[config.mk]
export PLATFORM = sky130hd
export DESIGN_NAME = osfm_column_reducer
export DESIGN_NICKNAME = d
export VERILOG_FILES = /design/src/rtl/osfm_column_reducer.sv
export SDC_FILE = /design/constraint.sdc
export NUM_CORES = 1
export LEC_CHECK = 0
export CORE_MARGIN = 2
export CORE_UTILIZATION = 25
export DETAILED_ROUTE_END_ITERATION = 10
export HOLD_SLACK_MARGIN = 0.06
export PLACE_DENSITY = 0.41
export SETUP_SLACK_MARGIN = 0.5
export SLEW_MARGIN = 0
export SYNTH_ARGS = -nofsm -noshare
export SYNTH_HDL_FRONTEND = slang
export SYNTH_SLANG_ARGS = --single-unit
[constraint.sdc]
create_clock -name clk -period 3.7 [get_ports clk]
set_clock_uncertainty 0.1 [all_clocks]
set_input_delay 1.11 -clock clk [delete_from_list [all_inputs] [get_ports clk]]
set_output_delay 1.11 -clock clk [all_outputs]
set_load 0.03 [all_outputs]
[src/rtl/osfm_column_reducer.sv]
// Three-stage carry-save column reducer for the OSFM partial-product array, with valid/ready back-pressure.
// Define OSFM_TRUNC_EN to output only the upper BITWIDTH bits of the reduced sum.
module osfm_column_reducer #(
    parameter int BITWIDTH = 8,
    parameter int COLS     = 2*BITWIDTH,
    parameter int HEIGHT   = BITWIDTH/2+2,
`ifdef OSFM_TRUNC_EN
    localparam int OUT_W   = BITWIDTH
`else
    localparam int OUT_W   = 2*BITWIDTH
`endif
) (
    input  logic                     clk,
    input  logic                     rst_n,
    input  logic                     in_valid,
    output logic                     in_ready,
    input  logic [COLS*HEIGHT-1:0]   pp_cols,
    output logic                     out_valid,
    input  logic                     out_ready,
    output logic [OUT_W-1:0]         out_product
);
    localparam int PW = 2*BITWIDTH;

    logic                   v1_q, v1_d, v2_q, v2_d, v3_q, v3_d;
    logic [COLS*HEIGHT-1:0] pp_q, pp_d;
    logic [PW-1:0]          sum_q, sum_d, carry_q, carry_d;
    logic [OUT_W-1:0]       prod_q, prod_d;
    logic                   ready3, ready2, adv2, adv1;
    logic [PW-1:0]          red_sum, red_carry;
    logic [OUT_W-1:0]       add_res;

    // Each stage accepts when empty or when its successor drains this cycle.
    always_comb begin
        ready3   = !v3_q || out_ready;
        adv2     = v2_q && ready3;
        ready2   = !v2_q || adv2;
        adv1     = v1_q && ready2;
        in_ready = !v1_q || adv1;

        v1_d     = in_ready ? in_valid : v1_q;
        v2_d     = ready2 ? v1_q : v2_q;
        v3_d     = ready3 ? v2_q : v3_q;
        pp_d     = (in_valid && in_ready) ? pp_cols : pp_q;
        sum_d    = adv1 ? red_sum : sum_q;
        carry_d  = adv1 ? red_carry : carry_q;
        prod_d   = adv2 ? add_res : prod_q;
    end

    // Rows are bit-slices across columns; a chain of 3:2 counters folds each new row into the sum/carry pair.
    always_comb begin
        logic [PW-1:0] row_k;
        logic [PW-1:0] s_acc;
        logic [PW-1:0] c_acc;
        logic [PW-1:0] s_nxt;
        row_k = '0;
        s_acc = '0;
        c_acc = '0;
        s_nxt = '0;
        for (int k = 0; k < HEIGHT; k++) begin
            row_k = '0;
            for (int c = 0; c < PW; c++) begin
                if (c < COLS) begin
                    row_k[c] = pp_q[c*HEIGHT+k];
                end
            end
            if (k == 0) begin
                s_acc = row_k;
            end else if (k == 1) begin
                c_acc = row_k;
            end else begin
                s_nxt = s_acc ^ c_acc ^ row_k;
                c_acc = ((s_acc & c_acc) | (s_acc & row_k) | (c_acc & row_k)) << 1;
                s_acc = s_nxt;
            end
        end
        red_sum   = s_acc;
        red_carry = c_acc;
    end

`ifdef OSFM_TRUNC_EN
    // Only the carry out of the lower half is kept; its sum bits are never needed.
    logic [BITWIDTH:0] lo_sum;
    always_comb begin
        lo_sum  = {1'b0, sum_q[BITWIDTH-1:0]} + {1'b0, carry_q[BITWIDTH-1:0]};
        add_res = sum_q[PW-1:BITWIDTH] + carry_q[PW-1:BITWIDTH]
                + {{(BITWIDTH-1){1'b0}}, lo_sum[BITWIDTH]};
    end
`else
    always_comb begin
        add_res = sum_q + carry_q;
    end
`endif

    always_ff @(posedge clk or negedge rst_n) begin
        if (!rst_n) begin
            v1_q    <= 1'b0;
            v2_q    <= 1'b0;
            v3_q    <= 1'b0;
            pp_q    <= '0;
            sum_q   <= '0;
            carry_q <= '0;
            prod_q  <= '0;
        end else begin
            v1_q    <= v1_d;
            v2_q    <= v2_d;
            v3_q    <= v3_d;
            pp_q    <= pp_d;
            sum_q   <= sum_d;
            carry_q <= carry_d;
            prod_q  <= prod_d;
        end
    end

    assign out_valid   = v3_q;
    assign out_product = prod_q;
endmodule

# After elaboration in Yosys (flattened, before gate mapping)
# Cells that the tools add are included.
[classes]
add_sub_neg = 1
bitwise = 28
n_reduce_logical = 9
[ops]
columns = ["op", "count"]
rows = [
  ["$and A15 B15 Y15", 12],
  ["$xor A16 B16 Y16", 8],
  ["$or A15 B15 Y15", 8],
  ["$add A16 B16 Y16", 1],
  ["$logic_and A1 B1 Y1", 3],
  ["$logic_not A1 Y1", 3],
  ["$logic_or A1 B1 Y1", 3],
]
[totals]
ff_bits = 146
in_bits = 100
out_inout_bits = 18
elab_cells = 45

# Longest topological paths before layout
[depth]
ltp_word = 12
depth_mapped = 8
ltp_nobuf = 8

# Worst setup path before layout
# OpenSTA, ideal clock, no wires.
[synth_timing]
path_kind = "input port to output port"
from = "input out_ready"
to = "output in_ready"
t_arrival_ps = 1536
t_required_ps = 2490
setup_slack_ps = 954
cell_stages = 2
path_buffers = 0
cell_sequence = "nor2b_1 nand3_1"
[synth_between]
elab_chain_cells = 5
[synth_lines]
columns = ["element", "line", "rtl"]
rows = [
  ["start, declared", "19", "input logic out_ready,"],
  ["$logic_or A1 B1 Y1", "34", "ready3 = !v3_q || out_ready;"],
  ["$logic_and A1 B1 Y1", "35", "adv2 = v2_q && ready3;"],
  ["$logic_or A1 B1 Y1", "36", "ready2 = !v2_q || adv2;"],
  ["$logic_and A1 B1 Y1", "37", "adv1 = v1_q && ready2;"],
  ["$logic_or A1 B1 Y1", "38", "in_ready = !v1_q || adv1;"],
  ["end, declared", "16", "output logic in_ready,"],
]
# No other way between the ends.

# Worst setup path after layout
[layout_timing]
from = "register pp_q[6]"
to = "register sum_q[1]"
[layout_between]
elab_chain_cells = 8
[layout_lines]
columns = ["element", "line", "rtl"]
rows = [
  ["start, declared", "25", "logic [COLS*HEIGHT-1:0] pp_q, pp_d;"],
  ["start signal, assigned", "107", "pp_q <= pp_d;"],
  ["$xor A16 B16 Y16 (8 in series)", "71", "s_nxt = s_acc ^ c_acc ^ row_k;"],
  ["via red_sum[1]", "29", "logic [PW-1:0] red_sum, red_carry;"],
  ["end signal, assigned", "108", "sum_q <= sum_d;"],
  ["end, declared", "26", "logic [PW-1:0] sum_q, sum_d, carry_q, carry_d;"],
]
# The timed path passes the listed nets, and every way through them passes these cells.
# A chain may end at the register's enable or synchronous reset.

==> flow_summary.json <==
{
  "outcome": "finished clean",
  "finalHoldViolCount": 0,
  "die_h_um": 175,
  "slew_headroom_pct": 60.8,
  "hp-class": "reg2reg",
  "first_iter_violations": 130,
  "synthArstFlopShare_pct": 100,
  "syn_area_per_cell_um2": 14.9,
  "path_clk_slew_ps": 70,
  "slew_violations": 0,
  "start_util_pct": 25.5,
  "cts_num_sinks": 146,
  "ys_ff_latch": 146,
  "maxCapViolCount": 0,
  "rsz0062_at_grt": "false",
  "tns_ps": 0,
  "final_layout_size_suffix_gt1_share_pct": 28.6,
  "setup_ws_ps": 786,
  "cp_data_arrival_time_ps": 3120,
  "yosys_most_used_dff": "dfrtp_1",
  "yosys_warnings": 0,
  "coreArea_um2": 28900,
  "netlist-cell-type-count": 36,
  "cts_buffer_depth": 2,
  "final_util_pct": 33.1,
  "crit_required_ps": 3910,
  "synth_area_leader_cell": "dfrtp_1",
  "track_usage_pct": 10.7,
  "via_count": 4173,
  "max_freq_ghz": 0.343,
  "num_rows": 62,
  "die_width_um": 175,
  "antenna_found_initial": 0,
  "p_leak_nw": 3.91,
  "setup_violations": 0,
  "yosys-top-cells-count": "146 x dfrtp_1, 131 x mux2_2, 58 x fa_1",
  "dp_cells": 983,
  "pre_cts_slack_ps": 415,
  "finalCriticalPeriod_ps": 2910,
  "fin_hold_ws_ps": 382,
  "drt_pass1_iterations": 4,
  "port_buffers": 117,
  "synth_area_leaders": "dfrtp_1 50%, mux2_2 20%, fa_1 16%",
  "final_cells": 1017,
  "postSynthCellCount": 493,
  "ioPinCount": 118,
  "crit_fanout": 2,
  "grt_max_degree": 97,
  "drcViolationCount": 0,
  "cts-hold-fix-buffers": 0,
  "place.gp.congestion": 0.712,
  "viasPerCell": 4.10,
  "cts-root-buf": "clkbuf_16",
  "area_delta_synth_final_pct": 30.0,
  "htreeDepth": 4,
  "clock_latency_ps": 430,
  "ant_nets": 0,
  "vdd_drop_max_mv": 0.372,
  "crit_path_end_kind": "flip-flop",
  "setup.worst_path.class": "reg2reg",
  "grt_overflow": 0,
  "finalCritPeriodShare_pct": 78.7,
  "synth_most_common_cell": "dfrtp_1",
  "fillers": 2889,
  "wl_per_cell_um": 14.9,
  "hpwl_um": 11000,
  "num_antenna_cells": 0,
  "yosysSeqAreaShare_pct": 49.7,
  "final_nets": 795,
  "wl_um": 15200,
  "start_kind": "flip-flop",
  "cts_made_buffers": 17,
  "synth.top_cell.area_share_pct": 49.7,
  "synth.net_count": 668,
  "cts_tree": "built",
  "floorplan.die_area_um2": 30800,
  "grt_pass1_wl_um": 25800,
  "synth_edf_count": 0,
  "synth_area_um2": 7350,
  "tightest_slew_ps": 588,
  "power_density_nw_per_um2": 780,
  "first_global_vias": 4974
}
registers in the layout, indices dropped and copies added (netlist names):
signal / count
out_valid: 1
sum_q: 16
carry_q: 15
v2_q: 1
pp_q: 96
v1_q: 1
out_product: 16
cell families (layout without fill, tap and decap cells):
logic type                 after synthesis  count (layout)  share of synthesized area (%)
DFF                                    146             146                           49.7
muxes                                  131             131                           20.1
adders and majority gates               75              75                           18.7
AOI/OAI and AO/OA                       46              46                           4.09
and+or+nand+nor                         46              46                           2.77
buffers and inverters                   29             169                           2.30
xor gates and xnor gates                20              20                           2.38
critical path: stages, from the launching register on:
cell and delay, ps:
dfrtp_1 340, inv_1 60, fa_1 580, fa_1 440
fa_1 510, inv_1 60, fa_1 440, mux2_2 270
repair_timing:
| action | in CTS | in global routing |
|---|---|---|
| setup buffers | 0 | 2 |
| resized for setup | 3 | 1 |
| endpoints found under the setup margin | 1 | 1 |
| pin swaps | 1 | 0 |
final timing paths:
path,start,to,slack [ps],cells past startpoint
hold reg to reg,out_product[9],out_product[9],380,2
setup reg to reg,pp_q[6],sum_q[1],790,7
min in group asynchronous,rst_n,pp_q[0],540,1
setup / recovery,pp_q[6],sum_q[1],790,7
max in group asynchronous,rst_n,pp_q[25],2160,2
hold / removal,out_product[9],out_product[9],380,2
cells in the final DEF (no fill, tap or decap), drive strengths merged:
master	count
nor2b	1
a211o	3
nor2	8
nand2	25
ha	17
a21oi	9
clkinvlp	3
buf	9
dfrtp	146
fa	58
bufinv	1
or2	1
a41oi	1
xor2	9
clkinv	4
o21ai	21
inv	20
xnor2	11
mux2	131
nor4	1
nand2b	5
a21o	3
a31oi	2
o21a	3
clkdlybuf4s50	114
a211oi	2
dlymetal6s2s	1
nand3	3
or3	1
and4	1
o211ai	2
clkbuf	17
area by class of cell:
class | count | area (µm²) | area share (%)
timing repair buffer | 124 | 1250 | 13.1
clock inverter | 15 | 148 | 1.55
clock buffer | 17 | 425 | 4.45
inverter | 13 | 48.8 | 0.511
sequential | 146 | 3650 | 38.2
multi-input combinational | 318 | 3540 | 37.1
tap | 384 | 480 | 5.03
metrics by stage:
stage | cell area (µm²) | power, mW
2_1_floorplan | 7350 | 4.75
3_3_place_gp | 8950 | 5.84
3_5_place_dp | 8950 | 5.89
4_1_cts | 9540 | 7.68
5_1_grt | 9550 | 8.14
6_report | 9550 | 7.45
metal layers:
layer  track usage [%]  up-vias  wire, µm
li1                  -     1952         -
met1              13.4     2121      6680
met2              17.8       85      7500
met3              3.14       15       809
met4              3.48        0       191
met5                 0        -         0
power breakdown:
part	switching, mW	internal, mW
Clock	0.770	0.945
Sequential	0.268	2.04
Combinational	1.70	1.73
No activity file was read; power rests on OpenSTA's default activity.
